**config.mk**
```make
export PLATFORM = sky130hd
export DESIGN_NAME = ofdm_sym_sched
export DESIGN_NICKNAME = d
export VERILOG_FILES = /design/src/rtl/ofdm_tx_pkg.sv /design/src/rtl/ofdm_sym_buf.sv /design/src/rtl/ofdm_sym_sched.sv
export SDC_FILE = /design/constraint.sdc
export NUM_CORES = 1
export LEC_CHECK = 0
export ABC_AREA = 1
export ABC_CLOCK_PERIOD_IN_PS = 8100
export BUFFER_PORTS_ARGS = -buffer_cell sky130_fd_sc_hd__clkbuf_2
export CAP_MARGIN = 20
export CELL_PAD_IN_SITES_DETAIL_PLACEMENT = 1
export CELL_PAD_IN_SITES_GLOBAL_PLACEMENT = 1
export CORE_MARGIN = 3
export CORE_UTILIZATION = 40
export DETAILED_ROUTE_END_ITERATION = 6
export GPL_ROUTABILITY_DRIVEN = 0
export GPL_TIMING_DRIVEN = 1
export PLACE_DENSITY_LB_ADDON = 0.25
export SETUP_SLACK_MARGIN = 0.5
export SYNTH_ARGS = -nofsm -noshare
export SYNTH_HDL_FRONTEND = slang
export SYNTH_HIERARCHICAL = 1
export SYNTH_SLANG_ARGS = --single-unit
```
**constraint.sdc**
```tcl
create_clock -name clk -period 8.1 [get_ports clk]
set_input_delay 1.62 -clock clk [delete_from_list [all_inputs] [get_ports clk]]
set_output_delay 1.62 -clock clk [all_outputs]
set_load 0.1 [all_outputs]
```
**src/rtl/ofdm_tx_pkg.sv**
```systemverilog
// ofdm_tx_pkg: shared scheduler states and sample/symbol constants for the OFDM transmit path
package ofdm_tx_pkg;
  localparam int SC_NUM = 48;
  localparam int SMP_W = 8;
  localparam int GAP_CYC_DEF = 80;
  typedef enum logic [2:0] {IDLE, INIT, FILL, BURST, GAP, DONE} sched_state_t;
endpackage

```
**src/rtl/ofdm_sym_buf.sv**
```systemverilog
// ofdm_sym_buf: 1- or 2-bank 48x16 symbol buffer, write port plus registered read port
module ofdm_sym_buf
  import ofdm_tx_pkg::*;
#(
  parameter int NB = 1
) (
  input  logic               clk,
  input  logic               rst,
  input  logic               i_we,
  input  logic               i_wbank,
  input  logic [5:0]         i_waddr,
  input  logic [2*SMP_W-1:0] i_wdata,
  input  logic               i_rbank,
  input  logic [5:0]         i_raddr,
  output logic [2*SMP_W-1:0] o_rdata
);
  localparam int AW = $clog2(NB * SC_NUM);
  logic [2*SMP_W-1:0] r_mem [NB*SC_NUM];
  logic [AW-1:0] w_wa, w_ra;
  assign w_wa = AW'(i_waddr) + ((NB > 1 && i_wbank) ? AW'(SC_NUM) : '0);
  assign w_ra = AW'(i_raddr) + ((NB > 1 && i_rbank) ? AW'(SC_NUM) : '0);
  always_ff @(posedge clk) begin
    if (i_we) r_mem[w_wa] <= i_wdata;
  end
  always_ff @(posedge clk) begin
    if (rst) o_rdata <= '0;
    else o_rdata <= r_mem[w_ra];
  end
endmodule

```
**src/rtl/ofdm_sym_sched.sv**
```systemverilog
// ofdm_sym_sched: buffers 48-sample data symbols and replays each as one gap-free pilot-inserter burst
// OFDM_SYM_SCHED_OVERLAP_EN: two-bank buffer so the next symbol fills during burst and gap
module ofdm_sym_sched
  import ofdm_tx_pkg::*;
#(
  parameter int GAP_CYC = GAP_CYC_DEF,
  parameter int SYM_W   = 8
) (
  input  logic             clk,
  input  logic             rst,
  input  logic             frm_start,
  input  logic [SYM_W-1:0] frm_nsym,
  input  logic             map_vld,
  input  logic [SMP_W-1:0] map_re,
  input  logic [SMP_W-1:0] map_im,
  output logic             map_rdy,
  output logic             pilot_start,
  output logic             pilot_en,
  output logic [5:0]       pilot_index,
  output logic [SMP_W-1:0] pilot_din_re,
  output logic [SMP_W-1:0] pilot_din_im,
  output logic [SYM_W-1:0] sym_cnt,
  output logic             busy,
  output logic             frm_done
);
`ifdef OFDM_SYM_SCHED_OVERLAP_EN
  localparam logic OVL = 1'b1;
`else
  localparam logic OVL = 1'b0;
`endif
  localparam logic [5:0] LAST = 6'(SC_NUM - 1);
  sched_state_t r_state;
  logic [SYM_W-1:0] r_nsym, r_acc;
  logic [5:0] r_wr_ptr;
  logic [7:0] r_gap;
  logic [1:0] r_full;
  logic r_wbank, r_rbank;
  logic [2*SMP_W-1:0] w_rdata;
  logic w_fill_st, w_hs, w_last, w_bank_rdy;
  logic [5:0] w_ra;
  assign w_fill_st = OVL ? (r_state inside {FILL, BURST, GAP}) : (r_state == FILL);
  assign map_rdy = w_fill_st && !r_full[r_wbank] && r_acc != r_nsym;
  assign w_hs = map_vld && map_rdy;
  assign w_last = w_hs && r_wr_ptr == LAST;
  // the read bank is ready if already full or its final beat lands this cycle
  assign w_bank_rdy = r_full[r_rbank] || w_last;
  assign w_ra = (r_state == BURST && pilot_index != LAST) ? pilot_index + 6'd1 : 6'd0;
  assign busy = r_state != IDLE;
  assign pilot_din_re = pilot_en ? w_rdata[2*SMP_W-1:SMP_W] : '0;
  assign pilot_din_im = pilot_en ? w_rdata[SMP_W-1:0] : '0;
  ofdm_sym_buf #(.NB(OVL ? 2 : 1)) u_buf (
    .clk(clk),
    .rst(rst),
    .i_we(w_hs),
    .i_wbank(r_wbank),
    .i_waddr(r_wr_ptr),
    .i_wdata({map_re, map_im}),
    .i_rbank(r_rbank),
    .i_raddr(w_ra),
    .o_rdata(w_rdata)
  );
  always_ff @(posedge clk) begin
    if (rst) begin
      r_state <= IDLE;
      r_nsym <= '0;
      r_acc <= '0;
      r_wr_ptr <= '0;
      r_gap <= '0;
      r_full <= '0;
      r_wbank <= 1'b0;
      r_rbank <= 1'b0;
      pilot_start <= 1'b0;
      pilot_en <= 1'b0;
      pilot_index <= '0;
      sym_cnt <= '0;
      frm_done <= 1'b0;
    end else begin
      pilot_start <= 1'b0;
      frm_done <= r_state == DONE;
      if (w_hs) r_wr_ptr <= w_last ? 6'd0 : r_wr_ptr + 6'd1;
      if (w_last) begin
        r_full[r_wbank] <= 1'b1;
        r_wbank <= r_wbank ^ OVL;
        r_acc <= r_acc + SYM_W'(1);
      end
      case (r_state)
        IDLE: if (frm_start && !frm_done) begin
          r_nsym <= frm_nsym;
          sym_cnt <= '0;
          r_acc <= '0;
          r_full <= '0;
          r_wbank <= 1'b0;
          r_rbank <= 1'b0;
          r_wr_ptr <= '0;
          pilot_start <= frm_nsym != '0;
          r_state <= frm_nsym == '0 ? DONE : INIT;
        end
        INIT: r_state <= FILL;
        FILL: if (w_bank_rdy) begin
          r_state <= BURST;
          pilot_en <= 1'b1;
          pilot_index <= '0;
        end
        BURST: if (pilot_index == LAST) begin
          pilot_en <= 1'b0;
          pilot_index <= '0;
          sym_cnt <= sym_cnt + SYM_W'(1);
          r_full[r_rbank] <= 1'b0;
          r_rbank <= r_rbank ^ OVL;
          r_gap <= 8'(GAP_CYC);
          r_state <= GAP;
        end else pilot_index <= pilot_index + 6'd1;
        GAP: begin
          r_gap <= r_gap - 8'd1;
          if (r_gap == 8'd1) begin
            if (sym_cnt == r_nsym) r_state <= DONE;
            else if (w_bank_rdy) begin
              r_state <= BURST;
              pilot_en <= 1'b1;
              pilot_index <= '0;
            end else r_state <= FILL;
          end
        end
        DONE: r_state <= IDLE;
        default: r_state <= IDLE;
      endcase
    end
  end
endmodule

```
; ---- After elaboration in Yosys (flattened, before gate mapping)
; Memory sizes are Yosys's and may differ from the RTL's. A register that Yosys moved wholly into a read port is not among the register bits.
; Cells that the tools add are included.
[op_classes]
addsub = 5
n_reduce_logical = 23
div = 0
n_lt_le_gt_ge = 0
bitwise = 2
n_mux = 40
n_eq_ne = 16
mul = 0
shifts = 0
[op_table]
columns = cell, n
row1 = 8-bit two-way mux, 8
row2 = 6-bit two-way mux, 9
row3 = 8-bit one-hot mux with 2 select lines, 2
row4 = 3-bit two-way mux, 6
row5 = 6-bit one-hot mux with 3 select lines, 1
row6 = 8-bit by 1-bit adder with 8-bit output (second input constant), 2
row7 = 3-bit one-hot mux with 5 select lines, 1
row8 = 6-bit by 1-bit adder with 6-bit output (second input constant), 2
row9 = 6-bit == test (second input constant), 2
row10 = 1-bit two-way mux, 9
row11 = 8-bit by 1-bit == test with 1-bit output (second input constant), 1
row12 = 8-bit == test, 1
row13 = 8-bit zero test, 1
row14 = 8-bit != test, 1
row15 = 4-bit AND reduction, 2
row16 = 8-bit nonzero test, 1
row17 = 8-bit by 1-bit subtractor with 8-bit output (second input constant), 1
row18 = 3-bit by 2-bit == test with 1-bit output (second input constant), 2
row19 = 3-bit == test (second input constant), 2
row20 = 1-bit logical AND, 6
row21 = 2-bit by 1-bit != test with 1-bit output (second input constant), 3
row22 = 6-bit != test (second input constant), 1
row23 = 3-bit AND reduction, 2
row24 = 3-bit nonzero test, 2
row25 = other kinds (12), 18
[word_totals]
n_memories = 1
latch_bits = 0
output_inout_bits = 35
mem_bits_rw = 768
romBits = 0
inputBits = 28
ff_bits = 52
elab_cells = 98
[mem_list]
columns = name, words, word_bits, rd, rd_clocked_by_memory_dff, wr, line_no
row1 = u_buf.r_mem, 48, 16, 1, 1, 1, ofdm_sym_buf.sv:18  ; logic [2*SMP_W-1:0] r_mem [NB*SC_NUM];

; ---- Logic depth before layout (Yosys ltp)
; Gate-level depths: netlist of the first run.
[logic_depth]
word_depth = 10
depth_mapped = 21
mapped_depth_nobuf = 18

; ---- Cells and area by module
; Netlist of the first run, hierarchy kept.
[modules_own_cells]
columns = mod, area_each_um2, instances, cells_per_inst, seq_area_each_um2
row1 = ofdm_sym_buf, 32633.8, 1, 2962, 23382.4
row2 = ofdm_sym_sched, 2942.8, 1, 440, 1021.0

; ---- Least setup slack after synthesis of the first run
; OpenSTA, ideal clock, no wires.
[synth_path]
path_kind = register -> output
start = register r_state[1]
end = output port map_rdy
path_buffers = 0
path_slack_ps = 3520
t_arrival_ps = 2960
path_stages_with_launch = 4
t_required_ps = 6480
path_cell_list = dfxtp_1 -> inv_1 -> nor3_4 -> a21boi_0
[synth_between]
elab_chain_len = 3
[synth_lines]
columns = item, line_no
row1 = "start, declared", ofdm_sym_sched.sv:32  ; sched_state_t r_state;
row2 = "start signal, assigned", ofdm_sym_sched.sv:96  ; r_state <= frm_nsym == '0 ? DONE : INIT;
row3 = 3-bit by 2-bit == test with 1-bit output, ofdm_sym_sched.sv:41  ; assign w_fill_st = OVL ? (r_state inside {FILL, BURST, GAP}) : (r_state == FILL);
row4 = 1-bit logical AND (2 in series), ofdm_sym_sched.sv:42  ; assign map_rdy = w_fill_st && !r_full[r_wbank] && r_acc != r_nsym;
row5 = "end, declared", ofdm_sym_sched.sv:16  ; output logic map_rdy,
; Every way passes these cells.

; ---- Worst setup path after layout of the first run
[layout_path]
start = register pilot_index[0]
end = register u_buf.o_rdata[8], read port of u_buf.r_mem
[layout_between]
elab_chain_len = 3
elab_cells_between_ends = 4
classes_between = add/sub: 1 / eq/ne: 1 / mux: 1 / reduce/logical: 1
[layout_lines]
columns = item, line_no
row1 = "start, declared", ofdm_sym_sched.sv:19  ; output logic [5:0] pilot_index,
row2 = "start signal, assigned", ofdm_sym_sched.sv:112  ; end else pilot_index <= pilot_index + 6'd1;
row3 = branches (longest 2 deep; another with 6-bit by 1-bit adder with 6-bit output), n/a
row4 = 6-bit two-way mux (*), ofdm_sym_sched.sv:47  ; assign w_ra = (r_state == BURST && pilot_index != LAST) ? pilot_index + 6'd1 : 6'd0;
row5 = via w_ra[0], ofdm_sym_sched.sv:40  ; logic [5:0] w_ra;
row6 = "end, declared", ofdm_sym_buf.sv:15  ; output logic [2*SMP_W-1:0] o_rdata
; Mark *: on every way through the listed nets, which the timed path passes.
; A chain may end at the register's enable or synchronous reset.

==> results of run 1 <==
power groups by stage:
| stage | Sequential, W | Clock, W | Combinational (W) |
|---|---|---|---|
| 2_1_floorplan | 0.00490 | 0 | 0.000947 |
| 3_3_place_gp | 0.00489 | 0 | 0.00132 |
| 3_5_place_dp | 0.00489 | 0 | 0.00134 |
| 4_1_cts | 0.00480 | 0.00431 | 0.00135 |
| 5_1_grt | 0.00481 | 0.00450 | 0.00151 |
| 6_report | 0.00480 | 0.00424 | 0.00134 |
final cells by class:
class | count | share of cell area [%]
inverter | 369 | 3.528
multi-input combinational | 2023 | 22.10
sequential | 835 | 60.51
tap | 1155 | 3.584
timing repair buffer | 135 | 2.693
clock inverter | 58 | 1.499
clock buffer | 117 | 6.069
antenna | 3 | 0.01862
stage by stage:
step                total power (W)  area (µm²)
floorplan                  0.005850       35570
global placement           0.006210       36960
detailed placement         0.006239       37100
CTS                         0.01047       40150
global route                0.01082       40320
finish                      0.01039       40330
flip-flops by register name, indices dropped and copies added (netlist names):
name,flops
r_gap,8
sym_cnt,8
r_full,1
r_state,3
r_acc,8
r_nsym,8
u_buf/o_rdata,16
u_buf/r_mem,768
pilot_start,1
frm_done,1
pilot_index,6
pilot_en,1
r_wr_ptr,6
final timing paths:
| path | from | end | cells past startpoint |
|---|---|---|---|
| setup reg to reg | pilot_index[0] | u_buf/o_rdata[8] | 19 |
| hold reg to reg | r_gap[0] | r_gap[0] | 1 |
| setup / recovery | pilot_index[0] | u_buf/o_rdata[8] | 19 |
| hold / removal | r_gap[0] | r_gap[0] | 1 |
cells in the final DEF, fill, tap and decap left out, drive strengths merged, types with 8 or more instances in the layout:
cell type / count
o22ai: 8
nand4: 8
xor2: 13
o21ai: 45
edfxtp: 768
clkbuf: 179
nand2: 1142
inv: 371
dfxtp: 67
a21oi: 64
nand3: 577
bufinv: 10
clkinv: 42
nor3: 16
nor2: 116
buf: 73
routing by layer:
layer	GRT usage [%]	wire length (µm)	share of wire, %
met1	30.22	46020	44
met2	38.23	51590	49
met3	3.027	5614	5.3
met4	6.674	2403	2.3
met5	0	0	0
==> out/metrics.yaml, run 1 <==
detailed_routing:
  drtAntennaViolNets: 0
  drt_first_iter_violations: 1901
  vias: 24740
  routed_wire_length_per_instance_um: 22.50
  post-route-drc-count: 0
  via_per_inst: 5.270
  postRouteWirelength_um: 105600
  drt-pass1-iter-count: 5
hold_path:
  timing.hold.worst.class: "flop to flop"
sta:
  timing_worst_slew_pin_value_ps: 1117
  setup_viol: 0
  min_period_over_period_pct: 60.97
  worst_slew_margin_rel_pct: 25.48
  timing.final.ws_setup_ps: 3161
  fmax_mhz: 202.5
  clock_skew_ps: 19.64
  slew_viol_final: 0
  worst_hold_slack_after_final_layout_ps: 491.3
  grt_setup_unrepaired: "false"
  final_hold_viol_count: 0
  finalWorstPathRequiredPeriod_ps: 4939
  final_layout_setup_total_negative_slack_ps: 0
status:
  status: "finished clean"
placement:
  place_worst_setup_slack_ps: 3253
  io_buffers: 62
  dp.final_hpwl_um: 58770
  placed_cells: 4509
worst_setup_path:
  timing.critical_path.max_delay_family: "buffers and inverters"
  cell_chain_critical_path: "ha_1, nand2_1, inv_2, nand2_1, nor3_4, nor2_4, inv_2, or2_1, inv_8, clkinv_8, buf_4, nand2_1, nand3_1, nand3_1, nand2_1, nand2_1, nand2_1, o21ai_1, a21oi_1"
  cp_max_stage_cell: "clkinv_8"
  worst_path_most_repeated_cell: "nand2_1"
  critical_path.n_buffers_inverters: 5
  critPathLaunchType: "flop"
  setup.worst_path.end_class: "flop"
  r2r_setup_slack_ps: 3160
  worstPathRequired_ps: 8610
  max_stage_delay_ps: 690
  timing_worst_setup_path_type: "flop to flop"
  arrival_ps: 5450
  critical_path.max_fanout: 166
power:
  internal_cell_power_w: 0.007569
  share_clk_of_total_power_pct: 40.9
  comb_power_share_pct: 12.9
  sequentialPowerShare_pct: 46.2
  power_switching_w: 0.002817
  total_power_divided_by_cell_area_nw_per_um2: 257.5
  power.switching_fraction_pct: 27.13
  peakVddDrop_mv: 0.1620
  leakagePower_nw: 15.75
finish:
  postLayoutCoreUtil_pct: 46.13
  multi_input_area_um2: 8911
  area_delta_synth_final_pct: 13.37
  register_area_um2: 24400
  drive_above_1_share_pct: 9.867
  final_nets: 3491
  stdcell_count: 4695
  nFillCells: 9507
cts:
  setup_bufs_post_cts: 0
  cts-hold-fix-buffers: 0
  worstSkewPairLatency_ps: 650
  cts_sinks: 835
  cts-buffers-inserted: 93
  ctsResizeCount: 0
  clock-root-buffer: "clkbuf_16"
  clkSlewWorstSetupHoldPaths_ps: 60
  cts_htree_levels: 3
  cts_buffer_depth: 3
  cts_tree: "built"
synthesis:
  synth_area_um2: 35570
  synthesis.nets: 3435
  average_instance_area_after_synthesis_um2: 10.46
  yosysWarningCount: 6
  syn_inst: 3401
floorplan:
  die_x_um: 304.2
  ios: 63
  core_area_um2: 87430
  dieArea_um2: 92550
  start_util_pct: 40.69
  standard_cell_row_count: 108
  die_height_um: 304.2
grt:
  maximum_number_of_pins_on_one_net_before_global_route_repair: 167
  overflow_left_after_global_routing: 0
  grt_antenna_before_repair: 0
  grt.total_usage_pct: 22.52
  grt_pass1_wl_um: 159400
  grt_pass1_vias: 25700
flow_run:
  cap_viol_max_count: 0
(Power assumes the default switching activity.)
==> run 2, diff against run 1 <==
--- a/config.mk
+++ b/config.mk
@@ -6,7 +6,7 @@
 export NUM_CORES = 1
 export LEC_CHECK = 0
 export ABC_AREA = 1
-export ABC_CLOCK_PERIOD_IN_PS = 8100
+export ABC_CLOCK_PERIOD_IN_PS = 5100
 export BUFFER_PORTS_ARGS = -buffer_cell sky130_fd_sc_hd__clkbuf_2
 export CAP_MARGIN = 20
 export CELL_PAD_IN_SITES_DETAIL_PLACEMENT = 1
==> constraint.sdc (replaced) <==
create_clock -name clk -period 5.1 [get_ports clk]
set_input_delay 1.02 -clock clk [delete_from_list [all_inputs] [get_ports clk]]
set_output_delay 1.02 -clock clk [all_outputs]
set_load 0.1 [all_outputs]
==> out/metrics.yaml, run 2 (synthesis gave the netlist of run 1 again) <==
status:
  status: "finished clean"
cts:
  worstSkewPairLatency_ps: 670
  setup_bufs_post_cts: 0
  cts-hold-fix-buffers: 0
  cts_htree_levels: 3
  clkSlewWorstSetupHoldPaths_ps: 60
  cts_buffer_depth: 3
  clock-root-buffer: "clkbuf_16"
  cts_tree: "built"
  ctsResizeCount: 0
  cts-buffers-inserted: 92
  cts_sinks: 835
finish:
  drive_above_1_share_pct: 9.873
  mostFrequentLayoutCell: "nand2_1"
  diodes: 0
  largest-register: "u_buf/r_mem"
  area_delta_synth_final_pct: 13.21
  largest_reg_flops: 768
  biggestRegsByFlops: "u_buf/r_mem (768), u_buf/o_rdata (16)"
  layout.cells.most_common_list: "1140 x nand2_1, 768 x edfxtp_1, 575 x nand3_1, 344 x inv_1, 92 x clkbuf_16"
  final_nets: 3500
  stdcell_count: 4700
worst_setup_path:
  worstPathRequired_ps: 5600
  critPathLaunchType: "flop"
  arrival_ps: 4370
  cell_chain_critical_path: "ha_1, nand2_1, inv_2, nand2_1, nor3_4, nor2_4, inv_2, or2_1, inv_8, clkinv_8, buf_12, nand2_1, nand2_1, nand2_1, nand3_1, nand3_1, nand3_1, nand2_1, a21oi_1"
  critical_path.max_fanout: 123
  timing_worst_setup_path_type: "flop to flop"
  setup.worst_path.end_class: "flop"
  max_stage_delay_ps: 470
  cp_max_stage_cell: "buf_12"
  worst_path_most_repeated_cell: "nand2_1"
sta:
  finalWorstPathRequiredPeriod_ps: 3864
  timing_worst_slew_pin_value_ps: 1163
  final_hold_viol_count: 0
  setup_viol: 0
  clock_skew_ps: 32.91
  worst_slew_margin_rel_pct: 22.47
  final_layout_setup_total_negative_slack_ps: 0
  grt_setup_unrepaired: "false"
  fmax_mhz: 258.8
  min_period_over_period_pct: 75.77
  slew_viol_final: 0
floorplan:
  standard_cell_row_count: 108
  core_area_um2: 87430
  die_x_um: 304.2
  dieArea_um2: 92550
  die_height_um: 304.2
  start_util_pct: 40.69
  ios: 63
detailed_routing:
  vias: 24930
  drtAntennaViolNets: 0
  post-route-drc-count: 0
  drt_first_iter_violations: 1995
  postRouteWirelength_um: 106800
  via_per_inst: 5.304
  routed_wire_length_per_instance_um: 22.73
  drt-pass1-iter-count: 5
placement:
  io_buffers: 62
  placed_cells: 4521
  dp.final_hpwl_um: 60450
grt:
  grt_pass1_vias: 25650
  grt.total_usage_pct: 22.77
  grt_pass1_wl_um: 160500
  maximum_number_of_pins_on_one_net_before_global_route_repair: 203
  grt_antenna_before_repair: 3
  overflow_left_after_global_routing: 0
power:
  total_power_divided_by_cell_area_nw_per_um2: 401.7
  peakVddDrop_mv: 0.2884
  leakagePower_nw: 15.74
flow_run:
  cap_viol_max_count: 0
hold_path:
  timing.hold.worst.class: "flop to flop"
run 2: final cells by class:
| cell class | count | area, µm² |
|---|---|---|
| tap | 1155 | 1445 |
| multi-input combinational | 2023 | 8911 |
| sequential | 835 | 24400 |
| clock buffer | 127 | 2504 |
| timing repair buffer | 145 | 1215 |
| clock inverter | 46 | 372.9 |
| fill | 9525 | 47160 |
| inverter | 369 | 1423 |
run 2: final timing paths:
path	startpoint	endpoint	slack, ps	depth (start not counted)
setup / recovery	pilot_index[0]	u_buf/o_rdata[11]	1240	19
hold / removal	r_gap[7]	r_gap[7]	500	2
setup reg to reg	pilot_index[0]	u_buf/o_rdata[11]	1240	19
hold reg to reg	r_gap[7]	r_gap[7]	500	2
run 2: power by group:
group / internal, W / switching [W]
Sequential: 0.00755 / 0.0000657
Combinational: 0.000559 / 0.00162
Clock: 0.00361 / 0.00278
Total: 0.0117 / 0.00446
run 2: metal layers:
metal  part of all wire, %  up-vias  global-route usage [%]
met5                     0        -                       0
met4                   3.2        0                   8.170
met3                   6.1      150                   3.758
met2                    47      667                   37.23
met1                    43    12640                   30.76
li1                      -    11480                       -
run 2: per-stage QoR:
step	hold WS [ps]	power, W	utilization [%]	instance area, µm²	setup WS [ps]
6_report	495.8	0.01618	46.06	40270	1236
5_1_grt	524.5	0.01686	46.06	40270	1002
4_1_cts	501.1	0.01633	45.93	40150	1249
3_5_place_dp	492.8	0.009943	42.64	37280	1264
3_3_place_gp	479.9	0.009906	42.44	37100	1262
2_1_floorplan	454.5	0.009291	-	35570	1120
run 2: worst max-delay path: cells and delay by family (launching register included):
kind,cells,cell delay (ps)
adders and majority gates,1,230
AOI/OAI and AO/OA,1,80
buffers and inverters,5,1180
and+or+nand+nor,12,1710
DFF,1,360
==> run 3, diff against run 2 <==
--- a/config.mk
+++ b/config.mk
@@ -6,7 +6,7 @@
 export NUM_CORES = 1
 export LEC_CHECK = 0
 export ABC_AREA = 1
-export ABC_CLOCK_PERIOD_IN_PS = 5100
+export ABC_CLOCK_PERIOD_IN_PS = 3800
 export BUFFER_PORTS_ARGS = -buffer_cell sky130_fd_sc_hd__clkbuf_2
 export CAP_MARGIN = 20
 export CELL_PAD_IN_SITES_DETAIL_PLACEMENT = 1
==> constraint.sdc (replaced) <==
create_clock -name clk -period 3.8 [get_ports clk]
set_input_delay 0.76 -clock clk [delete_from_list [all_inputs] [get_ports clk]]
set_output_delay 0.76 -clock clk [all_outputs]
set_load 0.1 [all_outputs]
==> out/metrics.yaml, run 3 (synthesis gave the netlist of run 1 again) <==
status:
  status: "finished clean"
power:
  leakagePower_nw: 16.03
  peakVddDrop_mv: 0.3904
  total_power_divided_by_cell_area_nw_per_um2: 541.4
sta:
  grt_setup_unrepaired: "true"
  worst_slew_margin_rel_pct: 23.58
  setup_viol: 0
  clock_skew_ps: 33.42
  finalWorstPathRequiredPeriod_ps: 3181
  final_layout_setup_total_negative_slack_ps: 0
  slew_viol_final: 0
  timing_worst_slew_pin_value_ps: 1146
  fmax_mhz: 314.4
  min_period_over_period_pct: 83.71
  final_hold_viol_count: 0
finish:
  area_delta_synth_final_pct: 14.61
  layout.cell_area.non_filler_um2: 40770
  nFillCells: 9521
  layout.cells.most_common_list: "1139 x nand2_1, 768 x edfxtp_1, 558 x nand3_1, 345 x inv_1"
  largest-register: "u_buf/r_mem"
  drive_above_1_share_pct: 10.76
  mostFrequentLayoutCell: "nand2_1"
  final_nets: 3536
  largest_reg_flops: 768
  biggestRegsByFlops: "u_buf/r_mem (768), u_buf/o_rdata (16)"
cts:
  worstSkewPairLatency_ps: 670
  clkSlewWorstSetupHoldPaths_ps: 60
  cts_buffer_depth: 3
  cts_tree: "built"
  clock-root-buffer: "clkbuf_16"
  cts_sinks: 835
  cts_htree_levels: 3
  cts-buffers-inserted: 92
worst_setup_path:
  timing_worst_setup_path_type: "flop to flop"
  worstPathRequired_ps: 4320
  critPathLaunchType: "flop"
  setup.worst_path.end_class: "flop"
  arrival_ps: 3700
  r2r_setup_slack_ps: 620
  critical_path.max_fanout: 52
grt:
  top_usage_layer: "met2"
  grt_pass1_wl_um: 162400
  grt_use_met1_pct: 30.23
  groute.layer.met3.usage_pct: 3.508
  grt.total_usage_pct: 23.02
  maximum_number_of_pins_on_one_net_before_global_route_repair: 86
  global_route.usage.met2_pct: 38.22
  grt_pass1_vias: 26470
  grt_antenna_before_repair: 1
  overflow_left_after_global_routing: 0
detailed_routing:
  drt_first_iter_violations: 2023
  drt-pass1-iter-count: 5
  drtAntennaViolNets: 0
  routed_wire_length_per_instance_um: 22.77
  post-route-drc-count: 0
  postRouteWirelength_um: 107800
  vias: 25170
  via_per_inst: 5.315
hold_path:
  timing.hold.worst.class: "input pin to flop"
floorplan:
  die_height_um: 304.2
  ios: 63
  standard_cell_row_count: 108
  dieArea_um2: 92550
  start_util_pct: 40.69
  die_x_um: 304.2
  core_area_um2: 87430
placement:
  placed_area_um2: 37520
  io_buffers: 62
  dp.final_hpwl_um: 63990
flow_run:
  cap_viol_max_count: 0
run 3: cell types whose count changed in the layout (fill, tap and decap cells not counted), sizes merged:
cell	previous run	this run
buf	83	115
bufbuf	0	1
diode	0	2
clkinvlp	3	1
bufinv	3	6
run 3: per-layer routing:
| layer | share of wire [%] | wire, µm |
|---|---|---|
| met1 | 43 | 46230 |
| met3 | 5.4 | 5834 |
| met4 | 3.7 | 4035 |
| met2 | 48 | 51730 |
| met5 | 0 | 0 |
run 3: where the power goes:
part	internal (W)	switching (W)
clock network	0.00508	0.00369
registers	0.0101	0.0000860
logic	0.000838	0.00224
total	0.0161	0.00601
run 3: worst paths after layout:
kind,startpoint,endpoint,depth (start not counted)
max,pilot_index[0],u_buf/o_rdata[1],19
min,frm_nsym[3],r_nsym[3],3
max reg2reg,pilot_index[0],u_buf/o_rdata[1],19
min reg2reg,r_gap[0],r_gap[0],1
run 3: timing repair:
action	CTS	global route
setup endpoints to repair	16	13
resized for setup	15	20
pin swaps	1	1
hold buffers	0	0
buffers inserted	0	0
gates cloned	3	1
run 3: layout make-up:
class,instances,area (µm²),share of cell area (%)
Clock inverter,45,436.7,1.071
Inverter,369,1454,3.566
Timing Repair inverter,2,25.02,0.06138
Timing Repair Buffer,179,1493,3.661
Antenna cell,2,5.005,0.01228
Sequential cell,835,24400,59.85
Multi-Input combinational cell,2023,8979,22.02
Tap cell,1155,1445,3.544
Clock buffer,126,2531,6.208
run 3: worst max-delay path, cell delays in order, from the launching register on:
cell	delay [ps]
dfxtp_1	360
ha_1	240
nand2_1	80
inv_2	40
nand2_1	120
nor3_4	60
nor2_4	150
inv_2	50
or2_4	310
inv_16	180
clkinv_16	160
buf_16	240
nand2_1	100
nand2_1	60
nand2_1	70
nand3_1	130
nand3_1	120
nand3_1	240
nand2_1	140
a21oi_1	60
run 3: through the flow:
step	power, W	worst slack (ps)	hold slack, ps	utilization [%]	instances
after floorplan	0.01247	643.9	454.5	-	3401
after global placement	0.01332	338.4	478.5	42.90	4557
after detailed placement	0.01338	269.6	487.0	42.92	4558
after CTS	0.02226	569.5	337.1	46.46	4732
after global routing	0.02300	446.2	378.9	46.63	4734
final	0.02207	618.9	374.7	46.63	4736
